===== config.mk =====
export PLATFORM = sky130hd
export DESIGN_NAME = axis_uart_tx
export DESIGN_NICKNAME = d
export VERILOG_FILES = /design/src/rtl/axis_uart_tx.sv
export SDC_FILE = /design/constraint.sdc
export NUM_CORES = 1
export LEC_CHECK = 0
export CAP_MARGIN = 5
export CORE_MARGIN = 4
export CORE_UTILIZATION = 52
export DETAILED_ROUTE_END_ITERATION = 7
export PLACE_DENSITY = 0.76
export SYNTH_ARGS = -nofsm -noshare
export SYNTH_HDL_FRONTEND = slang
export SYNTH_SLANG_ARGS = --single-unit

===== constraint.sdc =====
create_clock -name clk -period 2.6 [get_ports clk]
set_clock_uncertainty 0.15 [all_clocks]
set_input_delay 0.39 -clock clk [delete_from_list [all_inputs] [get_ports clk]]
set_output_delay 0.39 -clock clk [all_outputs]
set_load 0.01 [all_outputs]

===== src/rtl/axis_uart_tx.sv =====
// axis_uart_tx: accepts one AXI4-Stream word per handshake and serialises it as a UART frame on txd.
// Optional feature: define UART_TX_PARITY_EN to insert an even-parity bit between the data bits and the stop bit.
module axis_uart_tx #(
  parameter int DATA_WIDTH = 8
) (
  input  logic                  clk,
  input  logic                  rst,
  input  logic [DATA_WIDTH-1:0] input_axis_tdata,
  input  logic                  input_axis_tvalid,
  output logic                  input_axis_tready,
  output logic                  txd,
  output logic                  busy,
  input  logic [15:0]           prescale
);

`ifdef UART_TX_PARITY_EN
  typedef enum logic [2:0] {S_IDLE, S_START, S_DATA, S_PARITY, S_STOP} state_t;
`else
  typedef enum logic [2:0] {S_IDLE, S_START, S_DATA, S_STOP} state_t;
`endif

  localparam logic [3:0] LAST_BIT = 4'(DATA_WIDTH - 1);

  state_t                state_q, state_d;
  logic [DATA_WIDTH-1:0] shift_q, shift_d;
  logic [18:0]           timer_q, timer_d;
  logic [15:0]           reload_q, reload_d;
  logic [3:0]            bit_cnt_q, bit_cnt_d;
  logic                  txd_q, txd_d;
  logic                  busy_q, busy_d;
  logic                  tready_q, tready_d;
`ifdef UART_TX_PARITY_EN
  logic                  parity_q, parity_d;
`endif

  logic        hs;
  logic        bit_done;
  logic        load_frame;
  logic [15:0] p_in;
  logic [18:0] bit_len_m1;
  logic [18:0] bit_len_in_m1;

  assign hs            = input_axis_tvalid && tready_q;
  assign bit_done      = (timer_q == '0);
  // A prescale of zero would give a zero-length bit; run it as prescale 1 instead.
  assign p_in          = (prescale == 16'd0) ? 16'd1 : prescale;
  assign bit_len_m1    = {reload_q, 3'b000} - 19'd1;
  assign bit_len_in_m1 = {p_in, 3'b000} - 19'd1;

  always_comb begin
    state_d    = state_q;
    shift_d    = shift_q;
    reload_d   = reload_q;
    bit_cnt_d  = bit_cnt_q;
    txd_d      = txd_q;
    busy_d     = busy_q;
    tready_d   = tready_q;
    timer_d    = bit_done ? timer_q : timer_q - 19'd1;
    load_frame = 1'b0;
`ifdef UART_TX_PARITY_EN
    parity_d   = parity_q;
`endif

    case (state_q)
      S_IDLE: begin
        txd_d    = 1'b1;
        busy_d   = 1'b0;
        tready_d = 1'b1;
        if (hs) load_frame = 1'b1;
      end

      S_START: begin
        if (bit_done) begin
          state_d   = S_DATA;
          bit_cnt_d = '0;
          txd_d     = shift_q[0];
          timer_d   = bit_len_m1;
        end
      end

      S_DATA: begin
        if (bit_done) begin
          timer_d = bit_len_m1;
          if (bit_cnt_q == LAST_BIT) begin
`ifdef UART_TX_PARITY_EN
            state_d = S_PARITY;
            txd_d   = parity_q;
`else
            state_d = S_STOP;
            txd_d   = 1'b1;
`endif
          end else begin
            shift_d   = shift_q >> 1;
            txd_d     = shift_d[0];
            bit_cnt_d = bit_cnt_q + 4'd1;
          end
        end
      end

`ifdef UART_TX_PARITY_EN
      S_PARITY: begin
        if (bit_done) begin
          state_d = S_STOP;
          txd_d   = 1'b1;
          timer_d = bit_len_m1;
        end
      end
`endif

      S_STOP: begin
        // Open tready one cycle early so it is visible during the last stop cycle.
        if (timer_q == 19'd1) tready_d = 1'b1;
        if (bit_done) begin
          if (hs) begin
            load_frame = 1'b1;
          end else begin
            state_d  = S_IDLE;
            txd_d    = 1'b1;
            busy_d   = 1'b0;
            tready_d = 1'b1;
          end
        end
      end

      default: begin
        state_d  = S_IDLE;
        txd_d    = 1'b1;
        busy_d   = 1'b0;
        tready_d = 1'b0;
      end
    endcase

    if (load_frame) begin
      state_d   = S_START;
      shift_d   = input_axis_tdata;
      reload_d  = p_in;
      timer_d   = bit_len_in_m1;
      bit_cnt_d = '0;
      txd_d     = 1'b0;
      busy_d    = 1'b1;
      tready_d  = 1'b0;
`ifdef UART_TX_PARITY_EN
      parity_d  = ^input_axis_tdata;
`endif
    end
  end

  always_ff @(posedge clk) begin
    if (rst) begin
      state_q   <= S_IDLE;
      shift_q   <= '0;
      reload_q  <= '0;
      timer_q   <= '0;
      bit_cnt_q <= '0;
      txd_q     <= 1'b1;
      busy_q    <= 1'b0;
      tready_q  <= 1'b0;
`ifdef UART_TX_PARITY_EN
      parity_q  <= 1'b0;
`endif
    end else begin
      state_q   <= state_d;
      shift_q   <= shift_d;
      reload_q  <= reload_d;
      timer_q   <= timer_d;
      bit_cnt_q <= bit_cnt_d;
      txd_q     <= txd_d;
      busy_q    <= busy_d;
      tready_q  <= tready_d;
`ifdef UART_TX_PARITY_EN
      parity_q  <= parity_d;
`endif
    end
  end

  assign input_axis_tready = tready_q;
  assign txd               = txd_q;
  assign busy              = busy_q;

endmodule


==> results.toml, run 1 <==
[placement]
dpl_cell_area_um2 = 3960
preCtsSetupSlack_ns = -0.280
gp_congestion = 0.893
portBuffers = 29
place_inst = 557
dp_hpwl_mm = 6.51

[setup_path]
crit_chain = "or4_4, or3b_4, o31ai_4, buf_4, clkbuf_16, a211o_1, a21oi_1"
cp_max_fo = 20
rr_startpoint = "timer_q[15]"
critPathSlowestCell = "or4_4"
cp_num_buf_inv = 2
critPathLaunch = "timer_q[15]"
start_kind = "flop"
critPathTopFamily = "simple AND/OR/NAND/NOR gates"
end_kind = "flop"
crit_required_ns = 2.65
reg2reg_slack_ns = 0.02
r2r_cells = 7
path_depth = 7
crit_end = "timer_q[9]"
timing.rr.end = "timer_q[9]"
crit_arrival_ns = 2.63
crit_type = "reg -> reg"
slowest_delay_ns = 0.54

[detailed_routing]
first_iter_violations = 243
drt_pass1_iterations = 5
ant_nets = 0
drc = 0
wl_mm = 9.47
vias = 3470
detail_route.wl_per_cell_um = 16.5
viasPerCell = 6.06

[synth]
syn_area_per_cell_um2 = 7.68
synth-edff-count = 0
synthesis.nets = 461
ys_warn_count = 0
synthArstFlopShare_pct = 0
ys_seq_area_share_pct = 32.0
synth_cell_type_count = 55
synth_cells = 423
ys.flop_type = "dfxtp_1"
ys_ff_latch = 52
synth_area_um2 = 3250

[layout]
multi_input_area_um2 = 2120
layout_common_cells = "66 x nand2_1, 56 x buf_4, 49 x dfxtp_1, 40 x nor2_1, 36 x a21oi_1"
final_common_cell = "nand2_1"
antenna_cells = 0
final_core_util_pct = 70.8
num-nets-final = 535
syn_to_final_growth_pct = 30.5
drive_gt1_share_pct = 19.3
seq_area_um2 = 1040
finalInstanceArea_um2 = 4240
stdcell_count = 573
fillers = 492

[clock_network]
cts_root_buf = "clkbuf_8"
cts_hold_buf = 0
tritoncts = "yes"
clock-sinks = 52
htree_levels = 2
clk_pin_slew_worst_paths_ns = 0.10
cts_buffers = 5
cts-root-to-sink-buffers = 2
clk_latency_ns = 0.31

[global_routing]
antenna_found_initial = 0
grt_pass1_wl_mm = 14.4
first_global_vias = 3167
grt_usage_pct = 23.7
grt_max_degree = 48
overflow = 0

[die]
coreArea_um2 = 5990
die_h_um = 87.0
dieArea_um2 = 7580
ios = 30
rows = 28
dieWidth_um = 87.0
start_util_pct = 54.2

[power]
swShare_pct = 42.9
sequentialPowerShare_pct = 28.8
ir_drop_v = 0.000539
switchingPower_w = 0.00184
clkPwrFrac_pct = 13.2
internal_power_w = 0.00244
p_leak_nw = 1.58
pwr-share-comb_pct = 57.9
power_density_nw_per_um2 = 1010

[sta]
finalSetupViolations = 0
fin_crit_sh_pct = 99.4
fmax_mhz = 387
fin_ws_ns = 0.0168
hold_violations = 0
worst_pin_slew_ns = 0.746
slew_viol_final = 0
min_period_ns = 2.58
holdWs_ns = 0.329
grt_setup_unrepaired = "yes"
slew-limit-headroom_pct = 49.0

[job]
drv_cap = 0

[hold_path]
hp-class = "reg -> reg"

[run_status]
outcome = "completed"
==> power groups by stage <==
stage / Combinational [W] / Clock [W] / Sequential [W]
after floorplan: 0.00152 / 0 / 0.00120
after detailed placement: 0.00222 / 0 / 0.00124
after global placement: 0.00216 / 0 / 0.00123
after global routing: 0.00269 / 0.000601 / 0.00126
final: 0.00248 / 0.000566 / 0.00124
after CTS: 0.00225 / 0.000567 / 0.00122
==> worst reg2reg max path: cells and delay by family, from the launching register on <==
kind            cells  cell delay [ns]
simple gates        2             0.99
compound gates      3             0.61
buf+inv             2             0.39
flops               1             0.35
==> stage by stage <==
stage | setup TNS, ns | total power, W
4_1_cts | 0 | 0.00405
5_1_grt | -1.26 | 0.00456
3_5_place_dp | -1.53 | 0.00346
2_1_floorplan | 0 | 0.00272
3_3_place_gp | -1.09 | 0.00339
6_report | 0 | 0.00428
==> flip-flops by register name, indices dropped and copies added, names as in the netlist <==
name               cells
busy                   1
state_q                2
input_axis_tready      1
txd                    1
reload_q              16
bit_cnt_q              4
timer_q               19
shift_q                8
==> synthesized netlist by cell type (3+ instances only) <==
| cell | count | share of area [%] |
|---|---|---|
| nand2_1 | 66 | 7.6 |
| dfxtp_1 | 52 | 32 |
| nor2_1 | 43 | 5.0 |
| a21oi_1 | 37 | 5.7 |
| nor3_1 | 18 | 2.8 |
| xnor2_1 | 17 | 4.6 |
| clkbuf_1 | 16 | 1.8 |
| o21ai_0 | 15 | 2.3 |
| xor2_1 | 15 | 4.0 |
| inv_1 | 14 | 1.6 |
| ha_1 | 11 | 4.2 |
| nand3_1 | 11 | 1.7 |
| a211oi_1 | 10 | 2.3 |
| a311oi_1 | 9 | 2.4 |
| nor4_1 | 8 | 1.5 |
| a221oi_1 | 6 | 1.6 |
| or4_1 | 6 | 1.4 |
| buf_2 | 5 | 0.77 |
| nand4_1 | 5 | 0.96 |
| a31oi_1 | 4 | 0.77 |
| a31o_2 | 3 | 0.81 |
| and3_1 | 3 | 0.58 |
| mux2i_1 | 3 | 0.92 |
| nand3b_1 | 3 | 0.69 |
| nor3b_1 | 3 | 0.69 |
| o31ai_1 | 3 | 0.69 |
==> kinds of logic (layout without fill, tap and decap cells) <==
group           count (synthesis)  after routing  share of synthesized area (%)
flops                          52             52                           32.0
mux                             5              5                           1.62
xor+xnor                       32             32                           8.63
fa+ha+maj                      11             11                           4.24
simple gates                  180            180                           26.4
buf+inv                        38            113                           5.05
compound gates                105            105                           22.0
==> how the worst min path moves through the flow <==
| stage | endpoint | slack (ns) | start | cells after the start |
|---|---|---|---|---|
| floorplan | reload_q[15] | 0.29 | reload_q[15] | 2 |
| global placement | reload_q[15] | 0.30 | reload_q[15] | 2 |
| detailed placement | busy | 0.32 | busy | 2 |
| CTS | reload_q[8] | 0.33 | reload_q[8] | 2 |
| global route | reload_q[8] | 0.35 | reload_q[8] | 2 |
| finish | busy | 0.33 | busy | 2 |
==> layout make-up <==
class | count | share of cell area [%]
multi-input combinational | 333 | 50.0
sequential | 52 | 24.6
timing repair buffer | 91 | 19.4
tap | 75 | 2.21
clock buffer | 6 | 1.71
inverter | 14 | 1.24
clock inverter | 2 | 0.826
==> metal layers <==
layer / share of wire [%] / track usage, % / wire length [um] / vias to the layer above
met5: 0 / 0 / 0 / -
li1: - / - / - / 1683
met2: 49 / 40.6 / 4610 / 137
met3: 6.5 / 3.78 / 619 / 30
met1: 42 / 29.7 / 3980 / 1620
met4: 2.8 / 8.64 / 267 / 0
==> repair_timing <==
action | CTS | global route
pin swaps | 1 | 4
endpoints found under the hold margin | 0 | 0
gates cloned | 0 | 2
resized for setup | 2 | 21
buffers inserted | 0 | 6
setup endpoints to repair | 6 | 29
No activity file was read; power rests on OpenSTA's default activity.
==> run 2: changes to the inputs <==
--- a/config.mk
+++ b/config.mk
@@ -13,3 +13,4 @@
 export SYNTH_ARGS = -nofsm -noshare
 export SYNTH_HDL_FRONTEND = slang
 export SYNTH_SLANG_ARGS = --single-unit
+export TNS_END_PERCENT = 100
==> results of run 2 <==
No change in the layout: final DEF, timing and power equal those of run 1.
